### config.mk
export PLATFORM = sky130hd
export DESIGN_NAME = alu_issue_ctrl
export DESIGN_NICKNAME = d
export VERILOG_FILES = /design/src/rtl/alu_issue_ctrl.sv
export SDC_FILE = /design/constraint.sdc
export NUM_CORES = 1
export LEC_CHECK = 0
export BUFFER_PORTS_ARGS = -buffer_cell sky130_fd_sc_hd__buf_4
export CORE_MARGIN = 2
export CORE_UTILIZATION = 45
export CTS_CLUSTER_SIZE = 12
export DETAILED_ROUTE_END_ITERATION = 10
export PLACE_DENSITY = 0.91
export RECOVER_POWER = 25
export SYNTH_ARGS = -nofsm -noshare
export SYNTH_HDL_FRONTEND = slang
export SYNTH_SLANG_ARGS = --single-unit
### constraint.sdc
create_clock -name clk -period 3 [get_ports clk]
set_input_delay 0.3 -clock clk [delete_from_list [all_inputs] [get_ports clk]]
set_output_delay 0.3 -clock clk [all_outputs]
set_load 0.02 [all_outputs]
### src/rtl/alu_issue_ctrl.sv
// alu_issue_ctrl
//   Issue-side controller for a combinational ALU. A request (ALUOp/Funct/A/B)
//   is accepted over a valid/ready handshake and decoded to the 4-bit ALU
//   select. Registered Op1/Op2/Sel are held for the op's cycle budget. The
//   ALU output and zero flag are then captured into a result register, which
//   is returned over a valid/ready handshake.
//
//   Ports
//     clk, reset          clock; synchronous active-high reset
//     ReqValid/ReqReady   request handshake
//     ALUOp, Funct, A, B  request fields
//     Op1, Op2, Sel       registered ALU inputs (this block is their only driver)
//     AluOut, AluZF       combinational ALU result and zero flag
//     RspValid/RspReady   response handshake
//     Result, ZF          captured result and zero flag
//     IllegalOp, DivZero  response status flags
//
//   Optional feature: define ALU_ISSUE_PIPE_EN so that a response retiring in
//   DONE can accept the next request on the same edge. ReqReady then
//   includes DONE & RspReady.
module alu_issue_ctrl #(
  parameter int WIDTH      = 32,
  parameter int MUL_CYCLES = 4,
  parameter int DIV_CYCLES = 8
) (
  input  logic             clk,
  input  logic             reset,
  input  logic             ReqValid,
  output logic             ReqReady,
  input  logic [1:0]       ALUOp,
  input  logic [5:0]       Funct,
  input  logic [WIDTH-1:0] A,
  input  logic [WIDTH-1:0] B,
  output logic [WIDTH-1:0] Op1,
  output logic [WIDTH-1:0] Op2,
  output logic [3:0]       Sel,
  input  logic [WIDTH-1:0] AluOut,
  input  logic             AluZF,
  output logic             RspValid,
  input  logic             RspReady,
  output logic [WIDTH-1:0] Result,
  output logic             ZF,
  output logic             IllegalOp,
  output logic             DivZero
);

  localparam int MAXC  = (MUL_CYCLES > DIV_CYCLES) ? MUL_CYCLES : DIV_CYCLES;
  localparam int CNT_W = (MAXC > 1) ? $clog2(MAXC) : 1;
  localparam logic [CNT_W-1:0] MUL_LAST = CNT_W'(MUL_CYCLES - 1);
  localparam logic [CNT_W-1:0] DIV_LAST = CNT_W'(DIV_CYCLES - 1);

  typedef enum logic [1:0] {
    IDLE = 2'd0,
    EXEC = 2'd1,
    DONE = 2'd2
  } state_t;

  state_t           state;
  logic [CNT_W-1:0] cnt;
  logic             ill_pend;
  logic             dz_pend;

  logic [3:0]       dec_sel;
  logic             dec_ill;
  logic             dec_dz;
  logic [CNT_W-1:0] dec_cnt;
  logic             accept;

  // Decode of the request currently on the input bus. An illegal request
  // maps to AND with Op2 forced to zero, so the ALU yields 0 and ZF=1. Every
  // Sel the ALU sees is therefore a decoded value. A DIV by zero skips the
  // wait because its result is forced and does not come from the ALU.
  always_comb begin
    dec_sel = 4'b0000;
    dec_ill = 1'b0;
    dec_dz  = 1'b0;
    dec_cnt = '0;
    case (ALUOp)
      2'b00: dec_sel = 4'b0010;
      2'b01: dec_sel = 4'b0110;
      2'b10: begin
        case (Funct)
          6'b100000: dec_sel = 4'b0010;
          6'b100010: dec_sel = 4'b0110;
          6'b100100: dec_sel = 4'b0000;
          6'b100101: dec_sel = 4'b0001;
          6'b101010: dec_sel = 4'b0111;
          6'b011000: begin
            dec_sel = 4'b0101;
            dec_cnt = MUL_LAST;
          end
          6'b011010: begin
            dec_sel = 4'b1111;
            if (B == '0) dec_dz  = 1'b1;
            else         dec_cnt = DIV_LAST;
          end
          default: dec_ill = 1'b1;
        endcase
      end
      default: dec_ill = 1'b1;
    endcase
  end

`ifdef ALU_ISSUE_PIPE_EN
  assign ReqReady = (state == IDLE) || ((state == DONE) && RspReady);
`else
  assign ReqReady = (state == IDLE);
`endif

  assign accept = ReqValid && ReqReady;

  always_ff @(posedge clk) begin
    if (reset) begin
      state     <= IDLE;
      cnt       <= '0;
      ill_pend  <= 1'b0;
      dz_pend   <= 1'b0;
      Op1       <= '0;
      Op2       <= '0;
      Sel       <= 4'b0000;
      Result    <= '0;
      ZF        <= 1'b0;
      IllegalOp <= 1'b0;
      DivZero   <= 1'b0;
      RspValid  <= 1'b0;
    end else if (accept) begin
      // Accept edge: this is the only place where the ALU inputs change.
      // It also retires any response still in DONE (pipelined build).
      Op1       <= A;
      Op2       <= dec_ill ? '0 : B;
      Sel       <= dec_sel;
      cnt       <= dec_cnt;
      ill_pend  <= dec_ill;
      dz_pend   <= dec_dz;
      IllegalOp <= 1'b0;
      DivZero   <= 1'b0;
      RspValid  <= 1'b0;
      state     <= EXEC;
    end else begin
      case (state)
        EXEC: begin
          if (cnt != '0) begin
            cnt <= cnt - 1'b1;
          end else begin
            Result    <= dz_pend ? '1 : AluOut;
            ZF        <= dz_pend ? 1'b0 : AluZF;
            IllegalOp <= ill_pend;
            DivZero   <= dz_pend;
            RspValid  <= 1'b1;
            state     <= DONE;
          end
        end
        DONE: begin
          if (RspReady) begin
            RspValid <= 1'b0;
            state    <= IDLE;
          end
        end
        default: state <= IDLE;
      endcase
    end
  end

endmodule

==> flow_summary_export.csv, run 1 <==
group,metric,value,unit
placement,globalplace.congestion,0.911,
synth,ys_top_cells_by_area,"dfxtp_1 53%, a22o_2 7.2%, nor2_1 6.4%",
pwr,vdd_drop_max,0.000290,V
timing,finalMaxSlewViolations,0,
grt,grt_max_degree,71,
timing,timing.fmax,472,MHz
floorplan,std_cell_rows,35,
critical_path,critical_path.cell_chain,"or3b_4 -> nor4_1 -> o211ai_1 -> a211oi_2",
timing,timing.max_slew.rel_slack,35.7,%
timing,rsz0062_at_grt,"false",
timing,final_period_minus_worst_setup_slack,2120,ps
status,status,"complete, no violations",
synth,synth-main-ff-cell,"dfxtp_1",
hold_path,worstHoldPathCells,2,
grt,grt_first_pass_wirelength,17600,um
finish,layout-drive-gt1-share,33.3,%
clock_network,cts_repair_resize_count,0,
floorplan,pin_count,214,
timing,worstMarginPinSlew,963,ps
hold_path,hold_crit_endpoint,"Op2[6]",
synth,synth_nets,571,
clock_network,tritoncts,"built",
detailed_routing,drt-pass1-iter-count,4,
detailed_routing,ant_nets,0,
floorplan,die_h,100,um
timing,final.period_utilization,70.7,%
critical_path,timing.reg2reg.worst_path_depth,4,
critical_path,worst_path_max_delay_cell,"or3b_4",
grt,first_global_vias,3800,
synth,synth_cells,460,
critical_path,critical_path.reg2reg.startpoint,"state[0]",
detailed_routing,route.detailed.vias_per_inst,5.31,
timing,final-setup-viol-count,0,
placement,dp_hpwl,8360,um
synth,synth_enable_flop_cells,0,
grt,grtUsageMet3,5.43,%
critical_path,startpoint_type,"flop",
critical_path,setup.worst_path.end_class,"flop",
synth,seq_area_frac_synth,53.2,%
synth,syn_area_per_cell,9.08,um^2
pwr,power_per_cell_area,596,mW/mm^2
detailed_routing,iteration_0_drc_markers,134,
synth,synth-seq-cells,111,
synth,ys_warn_count,0,
synth,netlist_area,0.00418,mm^2
flow_run,cap_viol_max_count,0,
floorplan,die_area,0.0101,mm^2
hold_path,worstHoldPathType,"in2reg",
clock_network,numClockSinks,111,
critical_path,worstPathArrival,2400,ps
clock_network,number_of_buffers_created_by_cts,9,
critical_path,timing.rr.end,"cnt[2]",
hold_path,hold_path.startpoint,"B[6]",
grt,grt.total_usage,21.5,%
critical_path,crit_fanout,40,
finish,layout_common_cells,"165 x buf_4, 111 x dfxtp_1, 70 x nor2_1",
timing,final.setup_skew,12.0,ps
clock_network,clock_tree.buffer_depth,2,
floorplan,start_util,45.8,%
floorplan,die-width,100,um
finish,nNetsFinal,764,
finish,layout.cells.most_common,"buf_4",
critical_path,cpPeakStageDelay,640,ps
pwr,leakagePower,0.00243,uW
clock_network,cts.repair_timing.setup_buffer_count,0,
finish,final_core_utilization,63.6,%
detailed_routing,routed_wirelength,11400,um
floorplan,placeableCoreArea,0.00911,mm^2
detailed_routing,remaining_drc_errors,0,
finish,antenna_cells_inserted,0,
grt,groute.layer.met2.usage,37.2,%
placement,portBuffers,213,
critical_path,reg2reg_setup_slack,880,ps
clock_network,htreeDepth,3,
grt,met1_usage,25.3,%
clock_network,clk-insertion-delay-late,360,ps
detailed_routing,route.detailed.wl_per_inst,14.8,um
synth,synth_cell_type_count,43,
grt,globalRoute.totalOverflow,0,
clock_network,cts.root.buffer_cell,"clkbuf_8",
critical_path,critical_setup_path_kind,"reg2reg",
grt,antenna_violations_before_repair,0,
timing,final_hold_viol_count,0,
detailed_routing,num_vias,4080,
critical_path,worst-endpoint-required,3270,ps
timing,setup-tns-final,0,ps
synth,netlist.area_leader.share,53.2,%
finish,areaGrowthSynthToFinish,38.7,%
grt,grt_most_used_layer,"met2",
synth,synth_top_area_cell,"dfxtp_1",
clock_network,hold_fix_buffers_cts,0,
clock_network,cts.reportedPaths.clkPinSlew,110,ps
synth,async_flop_share,0,%
[where the power goes]
part           switching, uW  leakage (uW)  internal, uW
Sequential              92.6      0.000908          1630
Combinational            524       0.00143           374
Clock                    496     0.0000943           334
Total                   1110       0.00243          2340
[layer usage]
metal	up-vias	routed length (um)
li1	1992	-
met4	0	235
met1	1912	4600
met2	156	5670
met3	20	871
met5	-	0
[synthesized netlist by cell type, types with 3 or more instances]
library cell / number
dfxtp_1: 111
nor2_1: 71
nand2_1: 69
a21oi_1: 39
a211oi_1: 32
clkbuf_1: 32
a22o_2: 30
nor4_1: 9
inv_1: 8
o21ai_0: 5
buf_6: 4
nand3b_1: 4
nand4_1: 4
nor3_1: 4
mux2i_1: 3
nand2b_1: 3
[logic make-up after synthesis]
kind of cell	Yosys count	share of synthesized area, %
simple gates	176	18.6
mux	3	0.719
flops	111	53.2
compound gates	123	22.0
buf+inv	45	4.79
fa+ha+maj	2	0.599
[registers in the layout, summed over array words and instances (netlist names)]
register / cells
RspValid: 1
IllegalOp: 1
Sel: 4
ill_pend: 1
dz_pend: 1
ZF: 1
Op2: 32
state: 2
DivZero: 1
cnt: 3
Op1: 32
Result: 32
[how the worst max path moves through the flow]
stage | start | end | slack (ps) | cells after the start
global route | state[0] | cnt[2] | 780 | 4
floorplan | Funct[2] | Op2[10] | 1340 | 5
detailed placement | state[0] | cnt[2] | 920 | 4
global placement | state[0] | cnt[2] | 1010 | 4
CTS | state[0] | cnt[2] | 880 | 4
finish | state[0] | cnt[2] | 880 | 4
[per-stage QoR]
step           std cells  worst slack, ps  power, uW  instance area [um^2]  hold slack [ps]
2_1_floorplan        460             1340       2280                  4180              433
3_3_place_gp         753             1010       2680                  5810              440
3_5_place_dp         753              919       2720                  5810              448
4_1_cts              769              880       3540                  5990              149
5_1_grt              769              784       3630                  5790              149
6_report             769              879       3450                  5790              169
[worst max-delay path: cells and delay by family, from the launching register on]
family	cells	cell delay [ps]
DFF	1	420
and+or+nand+nor	2	1180
AOI/OAI and AO/OA	2	440
[final cells by class]
type	count	area, um^2
clock buffer	11	141
clock inverter	5	40.0
timing repair buffer	219	1440
multi-input combinational	304	1780
sequential	111	2220
inverter	8	30.0
tap	111	139
fill	806	3320
Note: power is estimated with default switching activity, not from simulation.
==> run 2: changes to the inputs <==
CORE_UTILIZATION = 41   (was 45)
PLACE_DENSITY = 0.88   (was 0.91)
clock period = 1.9 ns   (was 3 ns; I/O delays follow)
==> run 2 against run 1 <==
  * Via count grew 1.1%
  * Wire length grew 5.0%
  * Largest power group unchanged
  * Final cell count grew 3.4%
  * Flip-flop and latch count is the same
  * First-iteration DRC count up 52%
  * Die area is 9.4% higher
  * Count of clock-buffer cells in the layout did not move
  * Sequential share of layout area fell by 0.61 points
  * Hold slack got worse by 120 ps
==> flow_summary_export.csv, run 2 (synthesis gave the netlist of run 1 again) <==
group,metric,value,unit
critical_path,cpPeakStageDelay,410,ps
critical_path,worst-endpoint-required,2150,ps
grt,globalRoute.totalOverflow,0,
clock_network,cts.root.buffer_cell,"clkbuf_8",
timing,final.setup_skew,14.0,ps
pwr,totalPowerFinal,5470,uW
grt,grt.total_usage,20.4,%
finish,nNetsFinal,768,
critical_path,worst_path_max_delay_cell,"nor4bb_4",
finish,areaGrowthSynthToFinish,40.9,%
floorplan,die_area,0.0110,mm^2
detailed_routing,iteration_0_drc_markers,204,
grt,antenna_violations_before_repair,0,
clock_network,cts_repair_resize_count,0,
placement,dp_hpwl,8670,um
critical_path,critPathBufInv,2,
floorplan,die-width,105,um
placement,placedCellCount,778,
critical_path,critical_path.cell_chain,"inv_1 -> ha_1 -> nor4bb_4 -> clkbuf_16 -> nor2_1 -> a211oi_1",
finish,layout_common_cells,"167 x buf_4, 111 x dfxtp_1, 70 x nor2_1",
timing,final-setup-viol-count,0,
detailed_routing,ant_nets,0,
finish,final_core_utilization,59.9,%
detailed_routing,route.detailed.vias_per_inst,5.19,
placement,globalplace.congestion,0.776,
flow_run,cap_viol_max_count,0,
clock_network,number_of_buffers_created_by_cts,9,
finish,antenna_cells_inserted,0,
timing,final_period_minus_worst_setup_slack,1800,ps
clock_network,clk-insertion-delay-late,360,ps
clock_network,cts.repair_timing.setup_buffer_count,0,
grt,first_global_vias,3824,
clock_network,cts.reportedPaths.clkPinSlew,110,ps
critical_path,crit_fanout,35,
status,status,"complete, no violations",
finish,largest_registers,"Op1: 32 flops, Op2: 32 flops, Result: 32 flops",
floorplan,start_util,42.5,%
clock_network,clock_tree.buffer_depth,2,
grt,grt_first_pass_wirelength,18400,um
finish,stdcell_count,795,
detailed_routing,num_vias,4124,
floorplan,std_cell_rows,36,
floorplan,die_h,105,um
finish,layout.cells.most_common,"buf_4",
pwr,leakagePower,0.00246,uW
critical_path,cp_top_family,"simple AND/OR/NAND/NOR gates",
detailed_routing,remaining_drc_errors,0,
clock_network,numClockSinks,111,
clock_network,htreeDepth,3,
finish,layout-drive-gt1-share,33.8,%
timing,setup-tns-final,0,ps
placement,place_ws,68.9,ps
timing,final.setup.worst_slack,99.1,ps
detailed_routing,routed_wirelength,11900,um
timing,worstMarginPinSlew,732,ps
detailed_routing,route.detailed.wl_per_inst,15.0,um
grt,grt_max_degree,70,
hold_path,worstHoldPathType,"in2reg",
clock_network,tritoncts,"built",
clock_network,hold_fix_buffers_cts,0,
critical_path,worstPathArrival,2050,ps
timing,final_hold_viol_count,0,
timing,final.period_utilization,94.8,%
timing,timing.max_slew.rel_slack,51.1,%
critical_path,startpoint_type,"flop",
floorplan,placeableCoreArea,0.00982,mm^2
timing,finalMaxSlewViolations,0,
pwr,power_per_cell_area,930,mW/mm^2
placement,portBuffers,213,
floorplan,pin_count,214,
timing,timing.fmax,555,MHz
detailed_routing,drt-pass1-iter-count,5,
critical_path,critical_setup_path_kind,"reg2reg",
pwr,vdd_drop_max,0.000515,V
critical_path,setup.worst_path.end_class,"flop",
## run 2: stage by stage
step,cell area [um^2],hold WS [ps]
global placement,5890,420
CTS,6060,38.1
global route,5880,38.6
detailed placement,5890,428
floorplan,4180,323
finish,5880,53.8
## run 2: routing by layer
metal | part of all wire (%) | vias to the layer above | track usage, %
met5 | 0 | - | 0
met4 | 1.7 | 0 | 7.90
met3 | 6.7 | 15 | 4.99
met2 | 50 | 144 | 35.1
met1 | 41 | 1966 | 24.4
li1 | - | 1999 | -
## run 2: final cells by class
cell class	instances	area, um^2
flip-flops and latches	111	2220
clock buffers	11	141
repair buffers	223	1510
multi-input cells	304	1780
inverters	8	30.0
clock inverters	5	33.8
well taps	133	166
fillers	930	3940
## run 2: final timing paths
path	start	to	slack, ps	cells past startpoint
worst min-delay path	B[2]	Op2[2]	50	2
worst max-delay path	cnt[0]	Result[17]	100	6
worst min register to register	Op1[8]	Op1[8]	460	2
worst max register to register	cnt[0]	Result[17]	100	6
## run 2: power by group
| part | switching (uW) | internal [uW] | total [uW] |
|---|---|---|---|
| clock | 776 | 512 | 1290 |
| sequential | 137 | 2570 | 2710 |
| combinational | 862 | 612 | 1470 |
## run 2: worst register-to-register path: cells and delay by family (launching register included)
family                     cells  cell delay [ps]
adders and majority gates      1              190
DFF                            1              330
AOI/OAI and AO/OA              1              270
and+or+nand+nor                2              480
buffers and inverters          2              410
==> run 3: changes to the inputs <==
CORE_UTILIZATION = 45   (was 41)
PLACE_DENSITY = 0.91   (was 0.88)
clock period = 2.05 ns   (was 1.9 ns; I/O delays follow)
==> run 3 against run 2 <==
  * Clock skew is 1.1 ps lower
  * Worst setup slack worse by 8.4 ps
  * Global-route usage is 1.6 points higher
  * Wire length is 1.9% lower
  * Via count is 2.0% lower
  * Critical path type unchanged
==> flow_summary_export.csv, run 3 (synthesis gave the netlist of run 1 again) <==
group,metric,value,unit
grt,grt_most_used_layer,"met2",
grt,grt_first_pass_wirelength,17900,um
floorplan,start_util,45.8,%
grt,grt_max_degree,71,
clock_network,clock_tree.buffer_depth,2,
floorplan,die_area,0.0101,mm^2
finish,fill_cells,796,
placement,dp_hpwl,8390,um
grt,first_global_vias,3963,
detailed_routing,route.detailed.wl_per_inst,15.2,um
timing,final.period_utilization,95.6,%
timing,final-setup-viol-count,0,
flow_run,cap_viol_max_count,0,
clock_network,cts.root.buffer_cell,"clkbuf_8",
clock_network,cts.repair_timing.setup_buffer_count,0,
clock_network,htreeDepth,3,
detailed_routing,remaining_drc_errors,0,
status,status,"complete, no violations",
floorplan,die-width,100,um
finish,layout.cells.most_common,"buf_4",
finish,nNetsFinal,766,
critical_path,worstPathArrival,2250,ps
placement,portBuffers,213,
pwr,vdd_drop_max,0.000388,V
critical_path,setup.worst_path.end_class,"flop",
timing,finalMaxSlewViolations,0,
detailed_routing,drt-pass1-iter-count,5,
critical_path,worst-endpoint-required,2340,ps
timing,fin_worst_hold_slack,57.4,ps
finish,layout-drive-gt1-share,33.3,%
placement,globalplace.congestion,0.901,
detailed_routing,iteration_0_drc_markers,144,
grt,antenna_violations_before_repair,0,
timing,final.setup_skew,13.0,ps
floorplan,std_cell_rows,35,
clock_network,clk-insertion-delay-late,370,ps
finish,largest_registers,"Op1: 32 flops, Op2: 32 flops, Result: 32 flops",
timing,worstMarginPinSlew,732,ps
pwr,power_per_cell_area,867,mW/mm^2
clock_network,number_of_buffers_created_by_cts,9,
floorplan,die_h,100,um
timing,timing.max_slew.rel_slack,51.2,%
detailed_routing,num_vias,4042,
finish,multi_input_comb_area,0.00178,mm^2
timing,setup-tns-final,0,ps
clock_network,numClockSinks,111,
finish,post-route-cell-area,0.00581,mm^2
grt,grt.total_usage,21.9,%
grt,globalRoute.totalOverflow,0,
timing,final_hold_viol_count,0,
finish,sequential_cell_area,0.00222,mm^2
finish,layout_common_cells,"165 x buf_4, 111 x dfxtp_1, 70 x nor2_1",
clock_network,cts.reportedPaths.clkPinSlew,110,ps
clock_network,cts_repair_resize_count,0,
grt,grtUsageMet3,5.57,%
critical_path,crit_fanout,8,
critical_path,critical_setup_path_kind,"reg2reg",
placement,placed_cell_area,0.00585,mm^2
detailed_routing,routed_wirelength,11700,um
floorplan,placeableCoreArea,0.00911,mm^2
hold_path,worstHoldPathType,"in2reg",
clock_network,tritoncts,"built",
critical_path,startpoint_type,"flop",
timing,rsz0062_at_grt,"false",
clock_network,hold_fix_buffers_cts,0,
grt,met1_usage,25.1,%
finish,antenna_cells_inserted,0,
detailed_routing,ant_nets,0,
grt,groute.layer.met2.usage,38.0,%
finish,areaGrowthSynthToFinish,39.3,%
timing,final_period_minus_worst_setup_slack,1960,ps
pwr,leakagePower,0.00244,uW
timing,timing.fmax,510,MHz
detailed_routing,route.detailed.vias_per_inst,5.24,
pwr,totalPowerFinal,5040,uW
floorplan,pin_count,214,
[run 3: stage by stage]
stage	setup slack, ps	cells	util (%)
after global placement	325	755	64.2
after CTS	146	771	66.1
after floorplan	387	460	-
after detailed placement	250	755	64.2
final	90.7	771	63.8
after global routing	15.8	771	63.8
[run 3: power breakdown]
part / total, uW / switching [uW] / leakage [uW] / internal [uW]
logic: 1350 / 787 / 0.00145 / 559
registers: 2510 / 126 / 0.000908 / 2380
clock network: 1190 / 741 / 0.0000797 / 445
[run 3: final cells by class]
class,instances,share of cell area (%)
repair buffers,221,25.5
clock buffers,11,2.26
flip-flops and latches,111,38.2
multi-input cells,304,30.6
clock inverters,5,0.581
well taps,111,2.39
inverters,8,0.516
[run 3: worst max-delay path, stage by stage (launching register included)]
cell and delay [ps]:
dfxtp_1 430, or3b_4 450, nor4_1 550, o31ai_1 230
a31oi_1 230
[run 3: worst paths after layout]
check / startpoint / end / slack [ps] / cells after the start
setup reg to reg: state[1] / cnt[0] / 90 / 4
hold / removal: B[4] / Op2[4] / 60 / 2
setup / recovery: state[1] / cnt[0] / 90 / 4
hold reg to reg: Op1[5] / Op1[5] / 460 / 2
[run 3: metal layers]
metal | up-vias | routed length, um
met1 | 1843 | 4580
met3 | 18 | 1060
met4 | 0 | 223
met2 | 178 | 5850
li1 | 2003 | -
met5 | - | 0
